<file path="src/rtl/pck_arbiter.sv">
// pck_arbiter: shared types and helpers for the frame arbiter
// Holds the FSM state type, a clog2 that never returns 0, and the rotating-priority search.
package pck_arbiter;

    typedef enum logic {IDLE, XFER} state_t;

    localparam int MAX_REQ = 8;

    function automatic int clog2_min1(input int n);
        return (n <= 2) ? 1 : $clog2(n);
    endfunction

    // Offsets are scanned from farthest to nearest so the nearest set bit after
    // `last` is what remains; `last` itself is the lowest-priority candidate.
    function automatic int next_grant(input logic [MAX_REQ-1:0] req, input int last, input int n);
        int idx;
        next_grant = last;
        for (int i = n; i >= 1; i--) begin
            idx = last + i;
            if (idx >= n) idx = idx - n;
            if (req[idx]) next_grant = idx;
        end
    endfunction

endpackage

</file>
<file path="src/rtl/rr_pointer_arbiter.sv">
// rr_pointer_arbiter: round-robin pick with a registered last-served pointer
// Ports: i_clk/i_rst_n clock and async active-low reset; i_req request bits;
// i_update/i_served load the last-served pointer; o_grant chosen index; o_any some request set.
module rr_pointer_arbiter
    import pck_arbiter::*;
#(
    parameter int N_REQ = 3,
    parameter int GW    = clog2_min1(N_REQ)
) (
    input  logic             i_clk,
    input  logic             i_rst_n,
    input  logic [N_REQ-1:0] i_req,
    input  logic             i_update,
    input  logic [GW-1:0]    i_served,
    output logic [GW-1:0]    o_grant,
    output logic             o_any
);

    logic [GW-1:0] last;

    // Starting at N_REQ-1 makes requester 0 the first in line after reset.
    always_ff @(posedge i_clk or negedge i_rst_n) begin
        if (!i_rst_n) last <= GW'(N_REQ - 1);
        else if (i_update) last <= i_served;
    end

    always_comb begin
        o_any   = |i_req;
        o_grant = GW'(next_grant(MAX_REQ'(i_req), int'(last), N_REQ));
    end

endmodule

</file>
<file path="src/rtl/socket_frame_arbiter.sv">
// socket_frame_arbiter: frame-granular round-robin sharing of one downstream socket
// Ports: i_clk/i_rst_n clock and async active-low reset; i_req_data/i_req_valid/o_req_ready
// per-requester words and pop strobes; o_data/o_valid/i_ready downstream push;
// o_grant_id current owner; o_sof/o_eof frame boundaries; o_busy frame in progress.
module socket_frame_arbiter
    import pck_arbiter::*;
#(
    parameter int DATA_WIDTH = 16,
    parameter int N_REQ      = 3,
    parameter int FRAME_LEN  = 5
) (
    input  logic                          i_clk,
    input  logic                          i_rst_n,
    input  logic [N_REQ*DATA_WIDTH-1:0]   i_req_data,
    input  logic [N_REQ-1:0]              i_req_valid,
    output logic [N_REQ-1:0]              o_req_ready,
    output logic [DATA_WIDTH-1:0]         o_data,
    output logic                          o_valid,
    input  logic                          i_ready,
    output logic [clog2_min1(N_REQ)-1:0]  o_grant_id,
    output logic                          o_sof,
    output logic                          o_eof,
    output logic                          o_busy
);

    localparam int GW = clog2_min1(N_REQ);
    localparam int CW = $clog2(FRAME_LEN + 1);

    state_t        state, state_nx;
    logic [CW-1:0] cnt;
    logic [GW-1:0] pick;
    logic          any, xfer, hs, last_word;

    rr_pointer_arbiter #(.N_REQ(N_REQ), .GW(GW)) u_rr (
        .i_clk    (i_clk),
        .i_rst_n  (i_rst_n),
        .i_req    (i_req_valid),
        .i_update (hs && last_word),
        .i_served (o_grant_id),
        .o_grant  (pick),
        .o_any    (any)
    );

    always_ff @(posedge i_clk or negedge i_rst_n) begin
        if (!i_rst_n) state <= IDLE;
        else state <= state_nx;
    end

    // The owner is latched only while idle, so the grant cannot move mid-frame.
    always_ff @(posedge i_clk or negedge i_rst_n) begin
        if (!i_rst_n) begin
            cnt        <= '0;
            o_grant_id <= '0;
        end else begin
            cnt <= hs ? (last_word ? '0 : cnt + 1'b1) : cnt;
            if (!xfer && any) o_grant_id <= pick;
        end
    end

    always_comb begin
        xfer        = state == XFER;
        last_word   = cnt == CW'(FRAME_LEN - 1);
        o_valid     = xfer && i_req_valid[o_grant_id];
        hs          = o_valid && i_ready;
        o_req_ready = hs ? N_REQ'(1) << o_grant_id : '0;
        o_data      = xfer ? i_req_data[o_grant_id*DATA_WIDTH +: DATA_WIDTH] : '0;
        o_sof       = o_valid && cnt == '0;
        o_eof       = o_valid && last_word;
        o_busy      = xfer;
        state_nx    = xfer ? ((hs && last_word) ? IDLE : XFER) : (any ? XFER : IDLE);
    end

endmodule

</file>
<file path="config.mk">
export PLATFORM = sky130hd
export DESIGN_NAME = socket_frame_arbiter
export DESIGN_NICKNAME = d
export VERILOG_FILES = /design/src/rtl/pck_arbiter.sv /design/src/rtl/rr_pointer_arbiter.sv /design/src/rtl/socket_frame_arbiter.sv
export SDC_FILE = /design/constraint.sdc
export NUM_CORES = 1
export LEC_CHECK = 0
export ABC_AREA = 0
export BUFFER_PORTS_ARGS = -buffer_cell sky130_fd_sc_hd__buf_2
export CAP_MARGIN = 10
export CORE_MARGIN = 10
export CORE_UTILIZATION = 44
export CTS_BUF_LIST = sky130_fd_sc_hd__clkbuf_16
export DETAILED_ROUTE_END_ITERATION = 10
export HOLD_SLACK_MARGIN = 0.05
export PLACE_DENSITY = 0.88
export SLEW_MARGIN = 20
export SYNTH_ARGS = -nofsm -noshare
export SYNTH_HDL_FRONTEND = slang
export SYNTH_SLANG_ARGS = --single-unit
</file>
<file path="constraint.sdc">
create_clock -name i_clk -period 2.85 [get_ports i_clk]
set_input_delay 0.57 -clock i_clk [delete_from_list [all_inputs] [get_ports i_clk]]
set_output_delay 0.57 -clock i_clk [all_outputs]
set_load 0.05 [all_outputs]
</file>
==> results.sh, run 1 <==
export IMPL_ys_ff_latch=8
export IMPL_cts_buffers=3
export IMPL_yosysWarnings=0
export IMPL_synth_edf_count=0
export IMPL_hpwl_um=3170
export IMPL_drt_total_wl_um=3840
export IMPL_tightest_slew_ns=0.302
export IMPL_startpoint_type="input pin"
export IMPL_drtIter0Drc=97
export IMPL_grt_max_degree=25
export IMPL_drtPass1Iterations=4
export IMPL_synth_top_area_cell="dfrtp_1"
export IMPL_cts_resized=0
export IMPL_min_path_type="input pin to async pin"
export IMPL_routedWlPerCell_um=15.2
export IMPL_place_congestion=0.864
export IMPL_ff2ff_path_depth=6
export IMPL_grt_pass1_vias=1256
export IMPL_finalSetupViolCount=0
export IMPL_placed_cell_area_mm2=0.00156
export IMPL_ys_types=35
export IMPL_final_cells=253
export IMPL_netlist_top_cells_count="22 x nand2_1, 20 x o21ai_0, 17 x and2_1, 17 x mux2i_1"
export IMPL_route_antenna_remaining_nets=0
export IMPL_crit_arrival_ns=1.70
export IMPL_io_buffers=78
export IMPL_period_share_pct=79.5
export IMPL_die_h_um=70.6
export IMPL_place_inst=249
export IMPL_vias=1310
export IMPL_run_status="complete, no violations"
export IMPL_cp_end_kind="output pin"
export IMPL_worstSkewPairLatency_ns=0.23
export IMPL_grt_pass1_wl_um=6020
export IMPL_cp_slowest_cell="buf_2"
export IMPL_grtUsageTotal_pct=14.0
export IMPL_cts_tree="built"
export IMPL_finalClockSkew_ns=0.00245
export IMPL_die_area_mm2=0.00498
export IMPL_yosysMostFrequentCell="nand2_1"
export IMPL_crit_reg2reg_launch="u_rr.last[1]$_DFFE_PN1P_"
export IMPL_leakage_nw=0.820
export IMPL_netlist_area_mm2=0.00112
export IMPL_async_flop_share_pct=100
export IMPL_r2r_setup_slack_ns=0.88
export IMPL_antenna_found_initial=0
export IMPL_min_period_ns=2.27
export IMPL_clkSlewWorstSetupHoldPaths_ns=0.04
export IMPL_cts_htree_levels=1
export IMPL_timing_rr_end="o_grant_id[1]$_DFFE_PN0P_"
export IMPL_cts_hold_buffers_added=0
export IMPL_yosys_area_top_type_share_pct=15.6
export IMPL_cp_required_ns=2.28
export IMPL_start_util_pct=45.8
export IMPL_finalHoldViolCount=0
export IMPL_cp_max_fo=6
export IMPL_slew_headroom_pct=79.7
export IMPL_cts_root_buffer="clkbuf_16"
export IMPL_yosysSeqAreaShare_pct=17.9
export IMPL_path_cells="buf_2 > mux2i_1 > o2bb2ai_2 > nand3_2 > nor3b_2 > buf_2"
export IMPL_synthFlopType="dfrtp_1"
export IMPL_antenna_cells=0
export IMPL_crit_top_cell="buf_2"
export IMPL_slew_violations=0
export IMPL_grt_overflow=0
export IMPL_fin_setup_tns_ns=0
export IMPL_maxCapViolations=0
export IMPL_crit_path_max_incr_delay_ns=0.27
export IMPL_rsz0062_at_grt="false"
export IMPL_syn2layout_area_growth_pct=45.4
export IMPL_path_class="input pin to output pin"
export IMPL_fmax_mhz=441
export IMPL_layout_nets=284
export IMPL_synthCells=147
export IMPL_synth_fp_nets=207
export IMPL_core_area_mm2=0.00245
export IMPL_post_cts_buffers=0
export IMPL_drc=0
export IMPL_clk_path_buf_depth=2
export IMPL_final_design_area_no_fill_mm2=0.00164
export IMPL_ir_worst_vdd_v=0.000927
export IMPL_viasPerCell=5.18
export IMPL_io_pins=79
export IMPL_clock_sinks=8
export IMPL_ys_top_cells_by_area="dfrtp_1 16%, mux2i_1 15%, and2_1 9.5%"
export IMPL_drive_gt1_share_pct=45.3
export IMPL_syn_area_per_cell_um2=7.65
export IMPL_row_count=18
export IMPL_power_density_mw_per_mm2=1330
export IMPL_fp_dieW_um=70.6
## critical path, delay by kind of cell
kind / cells / cell delay, ns
multiplexers: 1 / 0.09
buffers and inverters: 2 / 0.41
AND/OR/NAND/NOR: 2 / 0.39
AO/OA/AOI/OAI: 1 / 0.23
## final cells by class
class                   count  area [um2]
multi-input cells         121         863
fillers                   218         820
repair buffers             83         428
flip-flops and latches      8         201
clock buffers               3        75.1
well taps                  30        37.5
inverters                   7        26.3
clock inverters             1        3.75
## per-layer routing
metal,share of wire (%),global-route usage (%)
met5,0,0
met4,0,1.29
met3,8.4,4.46
met2,48,25.5
met1,43,16.1
## worst max-delay path by stage
| stage | from | end | slack, ns |
|---|---|---|---|
| 3_3_place_gp | i_req_valid[0] | o_req_ready[2] | 0.59 |
| 2_1_floorplan | o_grant_id[1]$_DFFE_PN0P_ | o_req_ready[2] | 0.22 |
| 3_5_place_dp | i_req_valid[0] | o_req_ready[2] | 0.56 |
| 6_report | i_req_valid[0] | o_req_ready[2] | 0.58 |
| 5_1_grt | o_grant_id[1]$_DFFE_PN0P_ | o_req_ready[1] | 0.44 |
| 4_1_cts | i_req_valid[0] | o_req_ready[2] | 0.56 |
## cell usage in the layout, fill, tap and decap left out, types with 3 or more instances in the layout
cell type	n
nand2_1	22
mux2i_1	17
buf_4	5
and2_1	17
mux2_2	6
inv_1	8
ha_1	6
nor3b_2	3
o21ai_0	20
clkbuf_16	3
a21oi_1	4
buf_2	78
dfrtp_1	7
## state kept, by name (all words and copies together) (netlist names)
| register | count |
|---|---|
| cnt | 3 |
| o_busy | 1 |
| o_grant_id | 2 |
| u_rr.last | 2 |
## kinds of logic (layout without fill, tap and decap cells)
group                    count (synthesis)  in the layout  share of synthesized area [%]
buffers and inverters                   18             94                           7.12
AO/OA/AOI/OAI                           38             38                           21.8
adder cells (fa/ha/maj)                  6              6                           6.67
AND/OR/NAND/NOR                         54             54                           25.4
flip-flops                               8              8                           17.9
multiplexers                            23             23                           21.1
## power by group
part	switching, mW	total [mW]	internal (mW)
clock network	0.0559	0.239	0.183
logic	1.17	1.70	0.526
registers	0.0592	0.229	0.170
total	1.29	2.17	0.879
## stage by stage
| stage | setup slack (ns) | hold WS, ns | util [%] | power [mW] |
|---|---|---|---|---|
| after global placement | 0.587 | 0.413 | 63.4 | 1.92 |
| final | 0.583 | 0.170 | 66.6 | 2.17 |
| after CTS | 0.562 | 0.172 | 66.6 | 2.18 |
| after floorplan | 0.216 | 0.274 | - | 1.57 |
| after global routing | 0.444 | 0.178 | 66.6 | 2.32 |
| after detailed placement | 0.559 | 0.414 | 63.4 | 1.94 |
Note: power is estimated with default switching activity, not from simulation.
==> run 2, diff against run 1 <==
--- a/config.mk
+++ b/config.mk
@@ -9,11 +9,11 @@
 export BUFFER_PORTS_ARGS = -buffer_cell sky130_fd_sc_hd__buf_2
 export CAP_MARGIN = 10
 export CORE_MARGIN = 10
-export CORE_UTILIZATION = 44
+export CORE_UTILIZATION = 41
 export CTS_BUF_LIST = sky130_fd_sc_hd__clkbuf_16
 export DETAILED_ROUTE_END_ITERATION = 10
 export HOLD_SLACK_MARGIN = 0.05
-export PLACE_DENSITY = 0.88
+export PLACE_DENSITY = 0.83
 export SLEW_MARGIN = 20
 export SYNTH_ARGS = -nofsm -noshare
 export SYNTH_HDL_FRONTEND = slang
==> constraint.sdc (replaced) <==
create_clock -name i_clk -period 2.2 [get_ports i_clk]
set_input_delay 0.44 -clock i_clk [delete_from_list [all_inputs] [get_ports i_clk]]
set_output_delay 0.44 -clock i_clk [all_outputs]
set_load 0.05 [all_outputs]
==> run 2 against run 1 <==
Largest power group unchanged. Global-route usage grew 0.51 points. Highest routed layer unchanged. Sequential share of layout area shrank 0.62 points. Non-clock buffer count grew 2. Final area grew 6.6%. Sequential power grew 35%.
==> results.sh, run 2 (synthesis gave the netlist of run 1 again) <==
export IMPL_run_status="complete, no violations"
export IMPL_clk_path_buf_depth=2
export IMPL_grtUsageTotal_pct=14.5
export IMPL_antenna_cells=0
export IMPL_io_buffers=78
export IMPL_viasPerCell=5.43
export IMPL_grt_pass1_wl_um=6330
export IMPL_die_area_mm2=0.00524
export IMPL_routedWlPerCell_um=16.6
export IMPL_min_period_ns=2.13
export IMPL_start_util_pct=44.2
export IMPL_grt_max_degree=24
export IMPL_multiInputGateArea_um2=910
export IMPL_crit_arrival_ns=1.69
export IMPL_min_path_type="flop to flop"
export IMPL_mostFrequentLayoutCells="63 x buf_2, 22 x nand2_1, 20 x o21ai_0"
export IMPL_finalHoldViolCount=0
export IMPL_slew_headroom_pct=81.6
export IMPL_grt_pass1_vias=1326
export IMPL_finalClockSkew_ns=0.00442
export IMPL_antenna_found_initial=0
export IMPL_grt_overflow=0
export IMPL_drt_total_wl_um=4230
export IMPL_fillers=214
export IMPL_largest_reg_flops=3
export IMPL_drive_gt1_share_pct=46.7
export IMPL_cp_end_kind="output pin"
export IMPL_core_area_mm2=0.00254
export IMPL_tightest_slew_ns=0.268
export IMPL_finalSetupViolCount=0
export IMPL_clkSlewWorstSetupHoldPaths_ns=0.04
export IMPL_placed_cell_area_mm2=0.00159
export IMPL_ff2ff_path_depth=6
export IMPL_cp_max_fo=6
export IMPL_vias=1385
export IMPL_fin_setup_tns_ns=0
export IMPL_syn2layout_area_growth_pct=54.9
export IMPL_leakage_nw=0.843
export IMPL_ir_worst_vdd_v=0.00132
export IMPL_cp_required_ns=1.76
export IMPL_period_share_pct=96.8
export IMPL_row_count=18
export IMPL_worstSkewPairLatency_ns=0.23
export IMPL_drc=0
export IMPL_maxCapViolations=0
export IMPL_r2r_setup_slack_ns=0.23
export IMPL_timing_rr_end="o_grant_id[0]$_DFFE_PN0P_"
export IMPL_drtIter0Drc=75
export IMPL_hpwl_um=3280
export IMPL_crit_end="o_req_ready[2]"
export IMPL_crit_reg2reg_launch="u_rr.last[1]$_DFFE_PN1P_"
export IMPL_top_register="cnt"
export IMPL_crit_start="o_grant_id[1]$_DFFE_PN0P_"
export IMPL_layout_commonest_cell="buf_2"
export IMPL_route_antenna_remaining_nets=0
export IMPL_io_pins=79
export IMPL_fmax_mhz=470
export IMPL_rsz0062_at_grt="false"
export IMPL_power_density_mw_per_mm2=1730
export IMPL_place_congestion=0.838
export IMPL_drtPass1Iterations=4
export IMPL_die_h_um=72.4
export IMPL_clock_sinks=8
export IMPL_startpoint_type="flop"
export IMPL_fp_dieW_um=72.4
export IMPL_cts_tree="built"
export IMPL_regArea_um2=204
export IMPL_layout_nets=286
export IMPL_cts_root_buffer="clkbuf_16"
export IMPL_top_regs="cnt (3), o_grant_id (2), u_rr.last (2)"
export IMPL_cts_buffers=3
export IMPL_timing_hold_ws_ns=0.551
export IMPL_slew_violations=0
export IMPL_final_design_area_no_fill_mm2=0.00174
export IMPL_cts_htree_levels=1
export IMPL_path_class="flop to output pin"
[run 2: cell types whose count changed in the layout (fill, tap and decap cells not counted), sizes merged]
cell         previous run  this run
dlygate4sd3             0         1
clkbuf                  3        18
buf                    83        69
[run 2: timing repair]
action	CTS	global route
buffers inserted	0	2
endpoints found under the setup margin	18	21
resized for setup	1	18
hold buffers	1	0
endpoints found under the hold margin	7	0
[run 2: final cells by class]
| class | instances | area share [%] |
|---|---|---|
| clock inverter | 1 | 0.215 |
| clock buffer | 3 | 4.31 |
| multi-input combinational | 121 | 52.2 |
| inverter | 7 | 1.51 |
| timing repair buffer | 85 | 27.9 |
| tap | 30 | 2.15 |
| sequential | 8 | 11.7 |
[run 2: power breakdown]
part	total, mW	switching, mW	internal, mW
Sequential	0.310	0.0864	0.223
Clock	0.310	0.0730	0.237
Combinational	2.40	1.59	0.804
Total	3.02	1.75	1.26
[run 2: stage by stage]
step / utilization [%] / power, mW / cells / worst slack, ns
floorplan: - / 2.10 / 147 / -0.0859
global placement: 62.5 / 2.54 / 248 / 0.201
finish: 68.5 / 3.02 / 255 / 0.0703
detailed placement: 62.5 / 2.57 / 248 / 0.186
global route: 68.5 / 3.21 / 255 / 0.00431
CTS: 66.1 / 2.91 / 253 / 0.00566
[run 2: worst min-delay path by stage]
stage | start | end | cells after the start
6_report | cnt[1]$_DFFE_PN0P_ | cnt[1]$_DFFE_PN0P_ | 1
3_3_place_gp | i_rst_n | cnt[0]$_DFFE_PN0P_ | 1
5_1_grt | cnt[1]$_DFFE_PN0P_ | cnt[1]$_DFFE_PN0P_ | 1
3_5_place_dp | i_rst_n | u_rr.last[0]$_DFFE_PN0P_ | 1
4_1_cts | cnt[1]$_DFFE_PN0P_ | cnt[1]$_DFFE_PN0P_ | 1
2_1_floorplan | i_rst_n | cnt[0]$_DFFE_PN0P_ | 0
[run 2: metal layers]
metal / up-vias / GRT usage [%] / wire (um)
met3: 0 / 5.03 / 433
met5: - / 0 / 0
met4: 0 / 3.80 / 0
met2: 70 / 25.0 / 1960
met1: 643 / 16.6 / 1830
li1: 672 / - / -
[run 2: critical path, stage by stage, from the launching register on]
cell and delay (ns):
dfrtp_2 0.45, mux2i_1 0.17, o2bb2ai_4 0.21, nand3_4 0.16, nor3b_4 0.20, clkbuf_4 0.25
==> run 3, diff against run 2 <==
--- a/config.mk
+++ b/config.mk
@@ -8,6 +8,7 @@
 export ABC_AREA = 0
 export BUFFER_PORTS_ARGS = -buffer_cell sky130_fd_sc_hd__buf_2
 export CAP_MARGIN = 10
+export CORE_ASPECT_RATIO = 1.25
 export CORE_MARGIN = 10
 export CORE_UTILIZATION = 41
 export CTS_BUF_LIST = sky130_fd_sc_hd__clkbuf_16
==> run 3 against run 2 <==
Clock power is essentially flat. Worst hold slack got worse by 0.0028 ns. Via count fell by 2.9%. Worst setup slack improved by 0.026 ns. Register-to-register slack about the same. Flip-flop and latch count stayed put. Non-clock buffer count down 2. Core utilization shrank 4.2 points. Routed wire length is 5.2% lower. Clock-buffer cell count stayed put. Maximum frequency up 1.2%. Largest cell class unchanged.
==> results.sh, run 3 (synthesis gave the netlist of run 1 again) <==
export IMPL_run_status="complete, no violations"
export IMPL_grt_pass1_wl_um=6000
export IMPL_clock_sinks=8
export IMPL_top_regs="cnt (3), o_grant_id (2), u_rr.last (2)"
export IMPL_grt_max_degree=21
export IMPL_largest_reg_flops=3
export IMPL_crit_arrival_ns=1.66
export IMPL_regArea_um2=204
export IMPL_die_area_mm2=0.00525
export IMPL_drive_gt1_share_pct=46.2
export IMPL_drtPass1Iterations=4
export IMPL_multiInputGateArea_um2=905
export IMPL_layout_commonest_cell="buf_2"
export IMPL_start_util_pct=42.4
export IMPL_routedWlPerCell_um=15.6
export IMPL_drc=0
export IMPL_syn2layout_area_growth_pct=51.6
export IMPL_startpoint_type="flop"
export IMPL_cp_required_ns=1.76
export IMPL_timing_hold_ws_ns=0.548
export IMPL_cts_tree="built"
export IMPL_row_count=21
export IMPL_antenna_found_initial=0
export IMPL_power_density_mw_per_mm2=1690
export IMPL_cts_root_buffer="clkbuf_16"
export IMPL_route_antenna_remaining_nets=0
export IMPL_core_area_mm2=0.00265
export IMPL_fmax_mhz=475
export IMPL_slew_violations=0
export IMPL_finalClockSkew_ns=0.000841
export IMPL_post_place_ws_ns=0.152
export IMPL_clkSlewWorstSetupHoldPaths_ns=0.04
export IMPL_cts_htree_levels=1
export IMPL_ir_worst_vdd_v=0.000928
export IMPL_slew_headroom_pct=74.4
export IMPL_fp_dieW_um=66.9
export IMPL_min_path_type="flop to flop"
export IMPL_layout_nets=284
export IMPL_finalPower_mw=2.89
export IMPL_drtIter0Drc=78
export IMPL_period_share_pct=95.6
export IMPL_maxCapViolations=0
export IMPL_hpwl_um=3270
export IMPL_grt_overflow=0
export IMPL_cts_buffers=3
export IMPL_top_register="cnt"
export IMPL_ff2ff_path_depth=6
export IMPL_clk_path_buf_depth=2
export IMPL_worstSkewPairLatency_ns=0.23
export IMPL_leakage_nw=0.827
export IMPL_path_class="flop to output pin"
export IMPL_cp_end_kind="output pin"
export IMPL_fillers=255
export IMPL_drt_total_wl_um=4010
export IMPL_min_period_ns=2.10
export IMPL_antenna_cells=0
export IMPL_fin_ws_ns=0.0963
export IMPL_grtUsageTotal_pct=13.6
export IMPL_io_buffers=78
export IMPL_finalSetupViolCount=0
export IMPL_mostFrequentLayoutCells="75 x buf_2, 22 x nand2_1, 20 x o21ai_0"
export IMPL_io_pins=79
export IMPL_rsz0062_at_grt="false"
export IMPL_finalHoldViolCount=0
export IMPL_whs_path_depth=1
export IMPL_place_congestion=0.912
export IMPL_vias=1345
export IMPL_die_h_um=78.6
export IMPL_grt_pass1_vias=1230
export IMPL_tightest_slew_ns=0.384
export IMPL_cp_max_fo=16
export IMPL_viasPerCell=5.23
==> run 3: changes by cell type in the layout (fill, tap and decap cells not counted), sizes merged <==
cell	previous run	this run
buf	69	81
clkbuf	18	4
==> run 3: worst paths after layout <==
check / slack [ns] / startpoint / to
worst max-delay path: 0.1 / o_grant_id[0]$_DFFE_PN0P_ / o_data[1]
worst min-delay path: 0.55 / cnt[1]$_DFFE_PN0P_ / cnt[1]$_DFFE_PN0P_
worst max register to register: 0.22 / u_rr.last[1]$_DFFE_PN1P_ / o_grant_id[1]$_DFFE_PN0P_
worst min register to register: 0.55 / cnt[1]$_DFFE_PN0P_ / cnt[1]$_DFFE_PN0P_
max in group asynchronous: 1.39 / i_rst_n / u_rr.last[1]$_DFFE_PN1P_
min in group asynchronous: 0.57 / i_rst_n / cnt[0]$_DFFE_PN0P_
==> run 3: cell type report <==
type	count	share of cell area, %
Clock buffer	3	4.40
Clock inverter	1	0.220
Inverter	7	1.54
Multi-Input combinational cell	121	53.0
Sequential cell	8	12.0
Tap cell	34	2.49
Timing Repair Buffer	83	26.3
==> run 3: layer usage <==
metal	routed length (um)	part of all wire, %	up-vias	GRT usage, %
li1	-	-	666	-
met1	1640	41	597	15.7
met2	1750	44	76	21.7
met3	571	14	6	6.68
met4	44	1.1	0	3.70
met5	0	0	-	0
==> run 3: critical path, stage by stage, from the launching register on <==
cell	delay [ns]
dfrtp_2	0.41
nor2b_2	0.24
buf_4	0.24
nand2_1	0.06
o21ai_0	0.08
and2_1	0.14
buf_2	0.26
==> run 3: power by group <==
group	internal [mW]	switching (mW)	leakage, nW	total [mW]
Clock	0.237	0.0737	0.0423	0.310
Combinational	0.710	1.53	0.693	2.24
Sequential	0.223	0.112	0.0916	0.335
==> run 3: metrics by stage <==
| stage | cell area, um2 | TNS [ns] | cells | util [%] |
|---|---|---|---|---|
| after floorplan | 1190 | -0.167 | 147 | - |
| after global routing | 1710 | 0 | 257 | 64.3 |
| after detailed placement | 1600 | 0 | 252 | 60.1 |
| after CTS | 1690 | 0 | 257 | 63.6 |
| after global placement | 1600 | 0 | 252 | 60.1 |
| final | 1710 | 0 | 257 | 64.3 |
==> run 3: what timing repair did <==
action / 4_1_cts / 5_1_grt
endpoints found under the setup margin: 2 / 20
buffers inserted: 0 / 0
gates resized for setup: 2 / 5
gates cloned: 0 / 0
endpoints found under the hold margin: 4 / 0
hold buffers: 1 / 0
pin swaps: 0 / 0
